[config.mk]
export PLATFORM = sky130hd
export DESIGN_NAME = tdc_pulse_gen
export DESIGN_NICKNAME = d
export VERILOG_FILES = /design/src/rtl/tdc_pulse_gen.sv
export SDC_FILE = /design/constraint.sdc
export NUM_CORES = 1
export LEC_CHECK = 0
export CAP_MARGIN = 40
export CORE_MARGIN = 2
export CORE_UTILIZATION = 60
export DETAILED_ROUTE_END_ITERATION = 12
export PLACE_DENSITY_LB_ADDON = 0.15
export SETUP_SLACK_MARGIN = 0.4
export SLEW_MARGIN = 30
export SYNTH_ARGS = -nofsm -noshare
export SYNTH_HDL_FRONTEND = slang
export SYNTH_SLANG_ARGS = --single-unit
[constraint.sdc]
create_clock -name clk -period 5 [get_ports clk]
set_input_delay 1.5 -clock clk [delete_from_list [all_inputs] [get_ports clk]]
set_output_delay 1.5 -clock clk [all_outputs]
set_load 0.03 [all_outputs]
[src/rtl/tdc_pulse_gen.sv]
// Start/stop pulse-pair generator for TDC self-test and calibration.
// Queued {interval, repeat} commands become exactly spaced pulse pairs.
module tdc_pulse_gen #(
  parameter int W     = 6,
  parameter int DEPTH = 4,
  parameter int GAP   = 2
) (
  input  logic         clk,
  input  logic         rst,
  input  logic         en,
  input  logic         cmd_valid,
  output logic         cmd_ready,
  input  logic [W-1:0] cmd_interval,
  input  logic [3:0]   cmd_repeat,
  output logic         start,
  output logic         stop,
  output logic         busy,
  output logic         done,
  output logic [15:0]  pairs_sent
);
  localparam int AW = $clog2(DEPTH);
  localparam int GW = $clog2(GAP + 1);
  localparam int EW = W + 4;

  typedef enum logic [1:0] {
    S_IDLE,
    S_FIRE,
    S_RUN,
    S_GAP
  } state_t;

  state_t        state_q, state_d;
  logic [W-1:0]  ivl_q, ivl_d;
  logic [W-1:0]  cnt_q, cnt_d;
  logic [3:0]    rep_q, rep_d;
  logic [GW-1:0] gcnt_q, gcnt_d;

  logic [EW-1:0] mem_q [DEPTH];
  logic [AW-1:0] wptr_q, wptr_d;
  logic [AW-1:0] rptr_q, rptr_d;
  logic [AW:0]   count_q, count_d;

  logic          start_q, start_d;
  logic          stop_q, stop_d;
  logic          done_q, done_d;
  logic          busy_q, busy_d;
  logic [15:0]   pairs_q, pairs_d;

  logic          push;
  logic          pop;
  logic          full;
  logic          empty;
  logic [W-1:0]  head_ivl;
  logic [3:0]    head_rep;

  assign full      = (count_q == (AW+1)'(DEPTH));
  assign empty     = (count_q == '0);
  assign cmd_ready = !full;
  assign push      = cmd_valid && !full;
  assign {head_ivl, head_rep} = mem_q[rptr_q];

  always_comb begin
    wptr_d  = push ? wptr_q + AW'(1) : wptr_q;
    rptr_d  = pop ? rptr_q + AW'(1) : rptr_q;
    count_d = count_q;
    if (push && !pop) begin
      count_d = count_q + (AW+1)'(1);
    end else if (pop && !push) begin
      count_d = count_q - (AW+1)'(1);
    end
  end

  always_ff @(posedge clk) begin
    if (push) begin
      mem_q[wptr_q] <= {cmd_interval, cmd_repeat};
    end
  end

  always_ff @(posedge clk) begin
    if (!rst) begin
      state_q <= S_IDLE;
      ivl_q   <= '0;
      cnt_q   <= '0;
      rep_q   <= '0;
      gcnt_q  <= '0;
      wptr_q  <= '0;
      rptr_q  <= '0;
      count_q <= '0;
      start_q <= 1'b0;
      stop_q  <= 1'b0;
      done_q  <= 1'b0;
      busy_q  <= 1'b0;
      pairs_q <= '0;
    end else begin
      state_q <= state_d;
      ivl_q   <= ivl_d;
      cnt_q   <= cnt_d;
      rep_q   <= rep_d;
      gcnt_q  <= gcnt_d;
      wptr_q  <= wptr_d;
      rptr_q  <= rptr_d;
      count_q <= count_d;
      start_q <= start_d;
      stop_q  <= stop_d;
      done_q  <= done_d;
      busy_q  <= busy_d;
      pairs_q <= pairs_d;
    end
  end

  // The last GAP cycle may pop directly so a queued command
  // starts GAP+1 cycles after the previous stop.
  always_comb begin
    state_d = state_q;
    ivl_d   = ivl_q;
    cnt_d   = cnt_q;
    rep_d   = rep_q;
    gcnt_d  = gcnt_q;
    pop     = 1'b0;
    unique case (state_q)
      S_IDLE: begin
        if (en && !empty) begin
          pop     = 1'b1;
          ivl_d   = head_ivl;
          rep_d   = head_rep;
          state_d = S_FIRE;
        end
      end
      S_FIRE: begin
        cnt_d = ivl_q;
        if (ivl_q == '0) begin
          gcnt_d  = GW'(GAP - 1);
          state_d = S_GAP;
        end else begin
          state_d = S_RUN;
        end
      end
      S_RUN: begin
        cnt_d = cnt_q - W'(1);
        if (cnt_q == W'(1)) begin
          gcnt_d  = GW'(GAP - 1);
          state_d = S_GAP;
        end
      end
      S_GAP: begin
        if (gcnt_q != '0) begin
          gcnt_d = gcnt_q - GW'(1);
        end else if (rep_q != '0) begin
          rep_d   = rep_q - 4'd1;
          state_d = S_FIRE;
        end else if (en && !empty) begin
          pop     = 1'b1;
          ivl_d   = head_ivl;
          rep_d   = head_rep;
          state_d = S_FIRE;
        end else begin
          state_d = S_IDLE;
        end
      end
      default: state_d = S_IDLE;
    endcase
  end

  // Outputs are registered from the state being entered.
  always_comb begin
    start_d = (state_d == S_FIRE);
    stop_d  = (start_d && ivl_d == '0)
           || (state_d == S_RUN && cnt_d == W'(1));
    done_d  = stop_d && (rep_d == '0);
    busy_d  = (state_d != S_IDLE) || (count_d != '0);
    pairs_d = pairs_q + 16'(stop_d);
  end

  assign start      = start_q;
  assign stop       = stop_q;
  assign done       = done_q;
  assign busy       = busy_q;
  assign pairs_sent = pairs_q;

endmodule

== Word-level counts from Yosys, hierarchy flattened ==
Memory sizes are Yosys's and may differ from the RTL's. A register that Yosys moved wholly into a read port is not among the register bits.
Index checks and enable logic that the tools add are counted.

* $add $sub $neg: 8
* Equal/unequal tests: 11
* Mux-type cells: 30
* Reduce and logical (&&, ||, !) cells: 24

{| class="wikitable"
|+ Operators by type and width
! operator !! number
|-
| $pmux W6 S2 || 2
|-
| $mux W6 || 3
|-
| $add A16 B1 Y16 || 1
|-
| $mux W2 || 8
|-
| $eq A6 B1 Y1 const B || 2
|-
| $logic_not A6 Y1 || 2
|-
| $mux W4 || 3
|-
| $mux W1 || 8
|-
| $pmux W2 S4 || 1
|-
| $pmux W4 S2 || 1
|-
| $logic_and A1 B1 Y1 || 7
|-
| $eq A2 B2 Y1 const B || 3
|-
| $mux W3 || 2
|-
| $ne A2 B2 Y1 const B || 3
|-
| $pmux W2 S3 || 1
|-
| $reduce_bool A3 Y1 || 2
|-
| $sub A6 B1 Y6 const B || 1
|-
| $add A2 B1 Y2 const B || 2
|-
| $eq A2 B1 Y1 const B || 2
|-
| $logic_not A1 Y1 || 4
|-
| $logic_not A4 Y1 || 1
|-
| $reduce_and A4 Y1 || 1
|-
| $reduce_bool A2 Y1 || 2
|-
| $reduce_bool A4 Y1 || 1
|-
| 9 further kinds || 10
|}

* Bits in registers: 47
* Memory bits (writable): 40
* Memories kept: 1

{| class="wikitable"
|+ Memory list
! name !! words !! bits a word !! rd ports !! clocked after memory_dff !! wr ports !! RTL line !! source
|-
| mem_q || 4 || 10 || 1 || 1 || 1 || 38 || <nowiki>logic [EW-1:0] mem_q [DEPTH];</nowiki>
|}

== Depth between registers and ports, before layout ==
* Word-level depth: 12
* Depth in mapped cells: 17

== Worst setup path after synthesis ==
OpenSTA, ideal clock, no wires.

* Kind: input -> register
* Start: input port en
* End: register pairs_q[15] (netlist: pairs_sent[15])
* Setup time: 128 ps
* Data arrival time: 3523 ps
* Required time: 4872 ps
* Slack: 1349 ps
* Cell stages on the path: 13
* Cells stage by stage: nand2_1 > or3_1 > clkbuf_2 > a21oi_1 > a2111o_1 > nand2_1 > ha_1 > nand2_1 > nor2_1 > and4_1 > nand3_1 > xor2_1 > nor2_1

* Longest elaborated chain between the ends: 9

{| class="wikitable"
|+ Ends and longest elaborated chain
! element !! RTL line !! source
|-
| start, declared || 10 || <nowiki>input logic en,</nowiki>
|-
| $logic_and A1 B1 Y1 (*) || 122, 151 ||
|-
| $mux W1 or $mux W6 (tied branches) || 151, 122 ||
|-
| $mux W1 or $mux W6 (tied branches) || 148 || <nowiki>end else if (rep_q != '0) begin</nowiki>
|-
| $mux W2 or $mux W6 (tied branches) || 146 || <nowiki>if (gcnt_q != '0) begin</nowiki>
|-
| $pmux W2 S4 or $pmux W6 S2 (tied branches) || 120 || <nowiki>unique case (state_q)</nowiki>
|-
| $eq A2 B1 Y1 (tied with other cells) || 166 || <nowiki>start_d = (state_d == S_FIRE);</nowiki>
|-
| $logic_and A1 B1 Y1 (on tied branches) || 167, 168 ||
|-
| $logic_or A1 B1 Y1 (*) || 168 || <nowiki>|| (state_d == S_RUN && cnt_d == W'(1));</nowiki>
|-
| net stop_d || 44 || <nowiki>logic stop_q, stop_d;</nowiki>
|-
| $add A16 B1 Y16 (*) || 171 || <nowiki>pairs_d = pairs_q + 16'(stop_d);</nowiki>
|-
| end signal, assigned || 107 || <nowiki>pairs_q <= pairs_d;</nowiki>
|-
| end, declared || 47 || <nowiki>logic [15:0] pairs_q, pairs_d;</nowiki>
|}

The timed path passes the listed nets; every way through them passes the cells marked *.
A chain may end at the register's enable or synchronous reset.

== Worst setup path in the final report ==
Same ends and word-level chain as after synthesis.

==> summary.txt <==
Setup path
  – CP arrival: 4.38 ns
  – Worst-path cell chain: clkdlybuf4s50_1 > nand2_1 > nand2_1 > a32oi_1 > a2111o_1 > nand2_1 > ha_1 > nand2_1 > nor2_1 > and4_1 > nand3_1 > xor2_1 > nor2_1
  – CP Capture Type: flop
  – Crit path max fanout: 8
  – Max stage delay on crit path: 0.54 ns
  – CP top delay family: simple AND/OR/NAND/NOR gates
  – Crit-path slowest cell: a2111o_1
  – CP bufs+invs: 1
  – R2r setup slk: 1.27 ns
  – CP Launch Point: en
  – Setup CP Type: primary input to flop
  – Critical path's most frequent cell: nand2_1
  – Critical path required time: 5.24 ns
  – CP Launch Type: primary input
  – FF-to-FF Start: state_q[0]

Clock network
  – Total CTS buffers: 9
  – CTS tree: yes
  – Post-CTS sizing: 0
  – Skew-Pair Late Insertion Delay: 0.35 ns
  – Clock-pin slew on the worst setup and hold paths: 0.09 ns
  – CTS Hold Bufs: 0
  – H-tree Lvls: 3
  – Sink Count: 89
  – Root Buffer: clkbuf_8
  – Max Root-Sink Buffers: 2
  – Post-CTS setup buffer count: 0

Yosys
  – Most used DFF post-synth: dfxtp_1
  – Syn avg cell area: 11.2 um2
  – Post-Syn Instances: 371
  – Complex-gate fraction of the synthesized area: 10.9%
  – Register area share after synthesis: 52.7%
  – Mux cell area share after synthesis: 6.62%
  – Yosys reg bits: 89
  – Net count after synthesis: 404
  – Synth cell types: 60
  – Main combinational cell family by area after synthesis: simple AND/OR/NAND/NOR gates
  – Adder-cell area share of the yosys netlist: 5.98%
  – EDFF count, synth: 40
  – Post-Syn Area: 4140 um2
  – Synth warn: 0
  – Synth Area in XOR/XNOR: 4.23%
  – Synth Area in Simple Gates: 15.3%
  – Post-synth ARST share: 0%

Drt
  – Via-to-Cell Ratio: 5.93
  – DR vias: 2890
  – DRC violations left: 0
  – Final ANT Viol Nets: 0
  – Routed WL: 8.00 mm
  – Drt first pass iters: 5
  – 1st-iter DRT viols: 196
  – Wire per inst: 16.4 um

Place
  – Placed cell area: 4490 um2
  – Number of port buffers: 34
  – DPL Wire Length: 5.62 mm
  – GP Congestion: 0.930
  – DP Worst Slack: 0.527 ns

Pwr
  – Power Density: 499 nW/um2
  – Max VDD drop: 0.000311 V
  – Leak Pwr: 1.70 nW
  – Net Sw Frac: 37.1%
  – Flop pwr share: 40.8%
  – Total Power: 2.34 mW
  – Gate power share: 36.4%
  – Sw Pwr: 0.871 mW
  – Clk network pwr share: 22.8%
  – Internal cell power: 1.47 mW

Floorplan
  – Die X-Extent: 87.1 um
  – Initial Util: 61.6%
  – DIE AREA: 7580 um2
  – Rows: 30
  – Total core area: 6720 um2
  – I/O Pins: 35
  – Die Height: 87.1 um

GRT
  – Vias in the first global route: 2683
  – Pin count of the biggest net entering global routing: 30
  – First-pass GRT wire length: 13.1 mm
  – Total congestion overflow: 0
  – Initial antenna violation count: 0
  – GR Util All Layers: 22.5%

Timing
  – Max Slew Vio Count: 0
  – F_max: 241 MHz
  – Setup violators final: 0
  – Worst Skew: 0.0135 ns
  – Final Hold Fails: 0
  – Minimum clock period: 4.15 ns
  – Final worst-path setup slack: 0.854 ns
  – Period utilization: 82.9%
  – Fin Setup TNS: 0 ns
  – RSZ-0062 raised after global routing: no
  – Least-Margin Pin Slew: 0.757 ns
  – Slew HR: 49.3%

Finish
  – Layout cells sized above 1: 6.39%
  – Layout area overhead: 13.5%
  – Number of inserted diodes: 0
  – Commonest cells after routing, fill and taps aside: dfxtp_1, nor2_1, edfxtp_1, clkdlybuf4s50_1, nand2_1
  – Commonest non-fill, non-tap cell in the layout: dfxtp_1
  – Nets: 435
  – Post-route design area: 4700 um2

Status
  – Status: finished clean

Job
  – Max cap viols: 0

Hold path
  – HP Start: gcnt_q[0]
  – Hold Path Class: flop to flop
-- kinds of logic (layout without fill, tap and decap cells) --
logic type	count (synthesis)	in the layout
compound gates	65	65
xor+xnor	20	20
fa+ha+maj	20	20
buf+inv	35	71
flops	89	89
mux	13	13
simple gates	129	129
-- cells in the mapped netlist, drive strengths merged, types with 4 or more instances --
cell    instances  area share [%]
dfxtp          49              24
nor2           44             4.0
edfxtp         40              29
nand2          30             2.7
inv            20             1.8
ha             19             5.7
o21ai          14             1.7
a21oi          12             1.5
xor2           11             2.3
and2           10             1.5
clkbuf         10             1.4
a22oi           9             1.6
mux4            9             5.6
xnor2           9             1.9
nand3           8            0.97
and3            7             1.1
nor3            7            0.97
nand4           6            0.91
a31oi           5            0.76
buf             5             1.0
nand2b          4            0.60
nor4            4            0.76
-- path summary, 6_finish.rpt --
check,depth (start not counted),to
worst min register to register,2,gcnt_q[0]
worst min-delay path,2,gcnt_q[0]
worst max-delay path,13,pairs_sent[15]
worst max register to register,13,pairs_sent[15]
-- layer usage --
layer	global-route usage [%]	up-vias	share of wire (%)
li1	-	1418	-
met1	30.9	1371	45
met2	35.7	93	49
met3	5.78	8	5.4
met4	5.82	0	1.0
met5	0	-	0
-- worst register-to-register path: cells and delay by family, from the launching register on --
family	cells	cell delay [ns]
and+or+nand+nor	6	0.95
AOI/OAI and AO/OA	2	0.84
adders and majority gates	2	0.80
buffers and inverters	2	0.46
DFF	1	0.43
xor gates and xnor gates	1	0.14
-- stage by stage --
step / util, % / hold slack (ns) / instances
floorplan: - / 0.462 / 371
global placement: 66.8 / 0.484 / 471
detailed placement: 66.8 / 0.492 / 471
CTS: 70.0 / 0.510 / 487
global route: 70.0 / 0.545 / 487
finish: 70.0 / 0.502 / 487
-- sequential cells by signal (all words and copies together), names as in the netlist, 2 cells and up, named ones only --
register	cells
gcnt_q	2
rep_q	4
count_q	3
wptr_q	2
rptr_q	2
pairs_sent	16
ivl_q	6
state_q	2
cnt_q	6
mem_q	40
-- power by group through the flow --
stage / Clock, mW / Sequential, mW / Combinational [mW]
2_1_floorplan: 0 / 0.967 / 0.648
3_3_place_gp: 0 / 0.971 / 0.824
3_5_place_dp: 0 / 0.975 / 0.837
4_1_cts: 0.545 / 0.958 / 0.846
5_1_grt: 0.574 / 0.973 / 0.942
6_report: 0.533 / 0.957 / 0.854
-- cell type report --
cell class | instances | area [um2]
flip-flops and latches | 89 | 2180
fillers | 518 | 2020
repair buffers | 35 | 348
clock buffers | 9 | 124
well taps | 80 | 100
inverters | 20 | 75.1
multi-input cells | 247 | 1780
clock inverters | 7 | 90.1
No activity file was read; power rests on OpenSTA's default activity.
==> variant 1 (same settings) <==
Change the parameter `DEPTH` from 4 to 2.
--- a/src/rtl/tdc_pulse_gen.sv
+++ b/src/rtl/tdc_pulse_gen.sv
@@ -3,5 +3,5 @@
 module tdc_pulse_gen #(
   parameter int W     = 6,
-  parameter int DEPTH = 4,
+  parameter int DEPTH = 2,
   parameter int GAP   = 2
 ) (
Formal check against the unedited RTL: not equivalent (a bounded check fails within 4 cycles, from zero or initial values and one cycle with rst low).
==> variant 1 against the unedited design <==
Cell count down 8.0%; cell area is 18% lower; power down 8.6%; via count shrank 13%; area after synthesis decreased by 20%; non-clock buffer count up 3; wire length shrank 18%; first-iteration DRC count decreased by 25%; setup slack lost 100 ps; die area fell by 19%; sequential cell count fell by 24.
==> variant 1: results (changes against the unedited design) <==
run status=finished clean; P_leak=1.37 nW (-19%); Netlist cell types=61 (+1.7%); clock skew=7.89 ps (-5.59 ps); post-cts gate resize count=0 (unchanged); r2r setup slk=1330 ps (+60 ps); vias in the first global route=2,456 (-8.5%); DRT iter0 DRCs=147 (-25%); # H-tree levels=3 (unchanged); gr usage total=0.233 (+0.00820); CP endpoint=pairs_sent[11]; Biggest register=mem_q; HP Class=flop to flop; met1 GRT Util=0.297 (-0.0119); Reg-to-Reg Start=state_q[0]; layout cells sized above 1=0.112 (+0.0478); Worst Hold End=gcnt_q[1]; n_diodes=0 (unchanged); pin count of the biggest net entering global routing=32 (+6.7%); max reg flops=20 (-50%); DP HPWL=4610 µm (-18%); GP Congestion=0.839 (-9.8%); EDFF count, synth=20 (-50%); Ys Warns=0 (unchanged); final net count=399 (-8.3%); port buffer count=34 (unchanged); Worst VDD drop=0.000388 V (+25%); dpl ws=471 ps (-55.9 ps); part of the Yosys area used for sequential elements=0.452 (-0.0751); startpoint of the worst hold path=gcnt_q[1]; final hold viol count=0 (unchanged); drt first pass iters=4 (-1); CP Max Fanout=14 (+6); worst-margin pin slew=811 ps (+54.3 ps); Synth top cells by count=dfxtp_1 (45), nor2_1 (40), nand2_1 (25); Clock Latency Late Sink=330 ps (-20 ps); XOR/XNOR Fraction of Synth Area=0.0343 (-0.00803); Hold Crit Depth=2 (unchanged); worst r2r path cells=13 (unchanged); met2 usage in global routing=0.378 (+0.0202); Avg Vias per Cell=5.59 (-5.8%); mux contribution to synthesized area=0.0418 (-0.0244); first-pass GRT wire length=11,300 µm (-14%); met3 usage=0.0690 (+0.0111); Post-Synth Adder-Cell Area=0.0557 (-0.00409); initial antenna violation count=0 (unchanged); Worst Setup Slack, final=754 ps (-99.7 ps); Clock Tree Root=clkbuf_8; Synth area leaders=dfxtp_1 (27%), edfxtp_1 (18%), ha_1 (5.3%); clk buf depth=2 (unchanged); syn_nets=366 (-9.4%); asr flop ratio synth=0 (unchanged); Setup crit start=en; Routed WL per cell=14.6 µm (-11%); clock slew seen by the registers of the worst setup and hold paths=70 ps (-20 ps); Num CTS Buffers=9 (unchanged); Compound-Gate Fraction of Synth Area=0.165 (+0.0563)
-- variant 1: power breakdown --
part | internal [mW] | switching, mW
Clock | 0.230 | 0.196
Sequential | 0.643 | 0.0780
Combinational | 0.417 | 0.578
Total | 1.29 | 0.852
-- variant 1: logic make-up after synthesis --
kind of cell,count (synthesis)
compound gates,75
xor+xnor,13
simple gates,121
mux,13
buf+inv,36
flops,65
fa+ha+maj,15
-- variant 1: through the flow --
stage / instances / total power, mW / hold slack [ps] / instance area, µm² / utilization
3_3_place_gp: 430 / 1.68 / 482 / 3650 / 0.671
4_1_cts: 446 / 2.14 / 506 / 3840 / 0.705
6_report: 448 / 2.14 / 501 / 3850 / 0.708
5_1_grt: 448 / 2.30 / 536 / 3850 / 0.708
3_5_place_dp: 430 / 1.71 / 488 / 3650 / 0.671
2_1_floorplan: 338 / 1.55 / 464 / 3320 / -
-- variant 1: area by class of cell --
type	count	area, µm²
Fill cell	419	1590
Inverter	20	77.6
Multi-Input combinational cell	237	1620
Tap cell	72	90.1
Clock inverter	5	56.3
Sequential cell	65	1500
Timing Repair Buffer	38	370
Clock buffer	11	131
-- variant 1: worst max-delay path, stage by stage --
cell and delay [ps]:
clkdlybuf4s50_1 450, nand2b_1 320, a211oi_1 350, a21oi_1 170, a21oi_1 330, nand3b_4 140
nand2_1 90, ha_1 160, nand3_1 180, inv_1 100, nand3_1 200, or3_1 360
a21oi_1 130
-- variant 1: metal layers --
layer / wire length [µm] / part of all wire / vias up
met4: 74 / 0.011 / 0
met1: 3070 / 0.47 / 1188
li1: - / - / 1266
met5: 0 / 0 / -
met2: 3160 / 0.48 / 44
met3: 221 / 0.034 / 6
==> variant 2 (same flow settings) <==
Made on the original files. Encoding of `state_t`: now one-hot (4 bits for 4 states).
--- a/src/rtl/tdc_pulse_gen.sv
+++ b/src/rtl/tdc_pulse_gen.sv
@@ -23,9 +23,9 @@
   localparam int EW = W + 4;
 
-  typedef enum logic [1:0] {
-    S_IDLE,
-    S_FIRE,
-    S_RUN,
-    S_GAP
+  typedef enum logic [3:0] {
+    S_IDLE = 4'b0001,
+    S_FIRE = 4'b0010,
+    S_RUN  = 4'b0100,
+    S_GAP  = 4'b1000
   } state_t;
 
Function: same outputs for any inputs over 10 cycles, from zero or initial values and one cycle with rst low; not proved beyond that.
==> variant 2 against the unedited design <==
Sequential cell count grew 2; critical path depth shrank 1; first-iteration DRC count shrank 58%; area after synthesis grew 0.15%; via count shrank 4.7%; setup slack gained 180 ps; power shrank 16%; cell area grew 0.37%; clock skew shrank 3.4 ps; wire length shrank 6.8%; core utilization shrank 0.13 points; cell count shrank 2.5%.
==> variant 2: results (changes against the unedited design) <==
run status=finished clean; HP Class=flop to flop; max frequency=0.252 GHz (+4.5%); Synth top cells by count=dfxtp_1 (51), edfxtp_1 (40), nor2_1 (39); EDFF count, synth=40 (unchanged); first-pass GRT wire length=12,300 µm (-5.7%); CP arrival=4250 ps (-130 ps); Compound-Gate Fraction of Synth Area=0.0769 (-0.0322); Post-CTS Setup Bufs=0 (unchanged); P_leak=1.66 nW (-1.9%); DP HPWL=5410 µm (-3.7%); part of the Yosys area used for sequential elements=0.536 (+0.00886); CP Max Fanout=5 (-3); clk buf depth=2 (unchanged); clock skew=10.1 ps (-3.40 ps); prevailing post-synth register cell=dfxtp_1; drt first pass iters=4 (-1); max_slew headroom=0.535 (+0.0424); Clock Tree Root=clkbuf_8; Biggest register=mem_q; initial antenna violation count=0 (unchanged); Avg Vias per Cell=5.80 (-2.3%); dpl ws=704 ps (+177 ps); mux contribution to synthesized area=0.0863 (+0.0201); post-cts gate resize count=0 (unchanged); vias in the first global route=2,615 (-2.5%); Synth area leaders=edfxtp_1 (29%), dfxtp_1 (25%), mux4_2 (5.4%); Setup TNS=0 ps (unchanged); pin count of the biggest net entering global routing=21 (-30%); Netlist cell types=58 (-3.3%); layout cells sized above 1=0.104 (+0.0399); final net count=418 (-3.9%); syn_nets=381 (-5.7%); max reg flops=40 (unchanged); gr usage total=0.211 (-0.0135); Worst VDD drop=0.000289 V (-7.1%); clock slew seen by the registers of the worst setup and hold paths=90 ps (about the same); GP Congestion=0.863 (-7.2%); Post-Synth Adder-Cell Area=0.0471 (-0.0128); DRT iter0 DRCs=83 (-58%); asr flop ratio synth=0 (unchanged); n_diodes=0 (unchanged); # H-tree levels=3 (unchanged); final WL=7450 µm (-6.8%); XOR/XNOR Fraction of Synth Area=0.0338 (-0.00851)
==> variant 2: changes by cell type after synthesis, sizes merged, moves of 4 or more <==
cell / change
clkbuf: -5
a22oi: -8
a21oi: -6
nor4b: +6
and2: +6
nor2: -5
xor2: -4
nand2: -12
a31oi: -4
ha: -5
mux2i: +8
==> variant 2: cells by family after synthesis <==
group	Yosys count
compound gates	44
xor+xnor	16
fa+ha+maj	16
buf+inv	30
flops	91
mux	23
simple gates	133
==> variant 2: final cells by class <==
cell class                      count  area (µm²)
Timing Repair Buffer               38         370
Sequential cell                    91        2220
Inverter                           18        67.6
Tap cell                           80         100
Clock inverter                      7        52.6
Multi-Input combinational cell    232        1780
Fill cell                         497        2040
Clock buffer                        9         124
==> variant 2: critical path, stage by stage <==
cell,delay (ps)
clkdlybuf4s50_1,470
inv_1,100
nor4_1,400
a2111oi_0,170
nor3b_1,230
nand4_1,120
nand2_1,100
ha_1,160
ha_1,250
nand4_1,200
or3_1,390
a21oi_1,150
==> variant 2: metal layers <==
metal | global-route usage | vias to the layer above | share of wire
met5 | 0 | - | 0
li1 | - | 1358 | -
met4 | 0.0825 | 0 | 0.014
met3 | 0.0398 | 9 | 0.032
met1 | 0.282 | 1329 | 0.46
met2 | 0.344 | 58 | 0.49
==> variant 2: report_power, final <==
part	leakage (nW)	switching (mW)	internal (mW)	total, mW
sequential	0.781	0.0926	0.872	0.965
clock	0.0857	0.264	0.183	0.447
combinational	0.796	0.295	0.260	0.554
==> variant 2: path summary, 6_finish.rpt <==
check	startpoint	endpoint	slack, ps	depth (start not counted)
min	wptr_q[1]	wptr_q[1]	520	2
min reg2reg	wptr_q[1]	wptr_q[1]	520	2
max reg2reg	state_q[2]	pairs_sent[12]	1640	11
max	en	pairs_sent[12]	1030	12
==> variant 2: stage by stage <==
step,std cells,area [µm²]
after floorplan,353,4150
after global placement,459,4540
after detailed placement,459,4540
after CTS,475,4720
after global routing,475,4720
final,475,4720
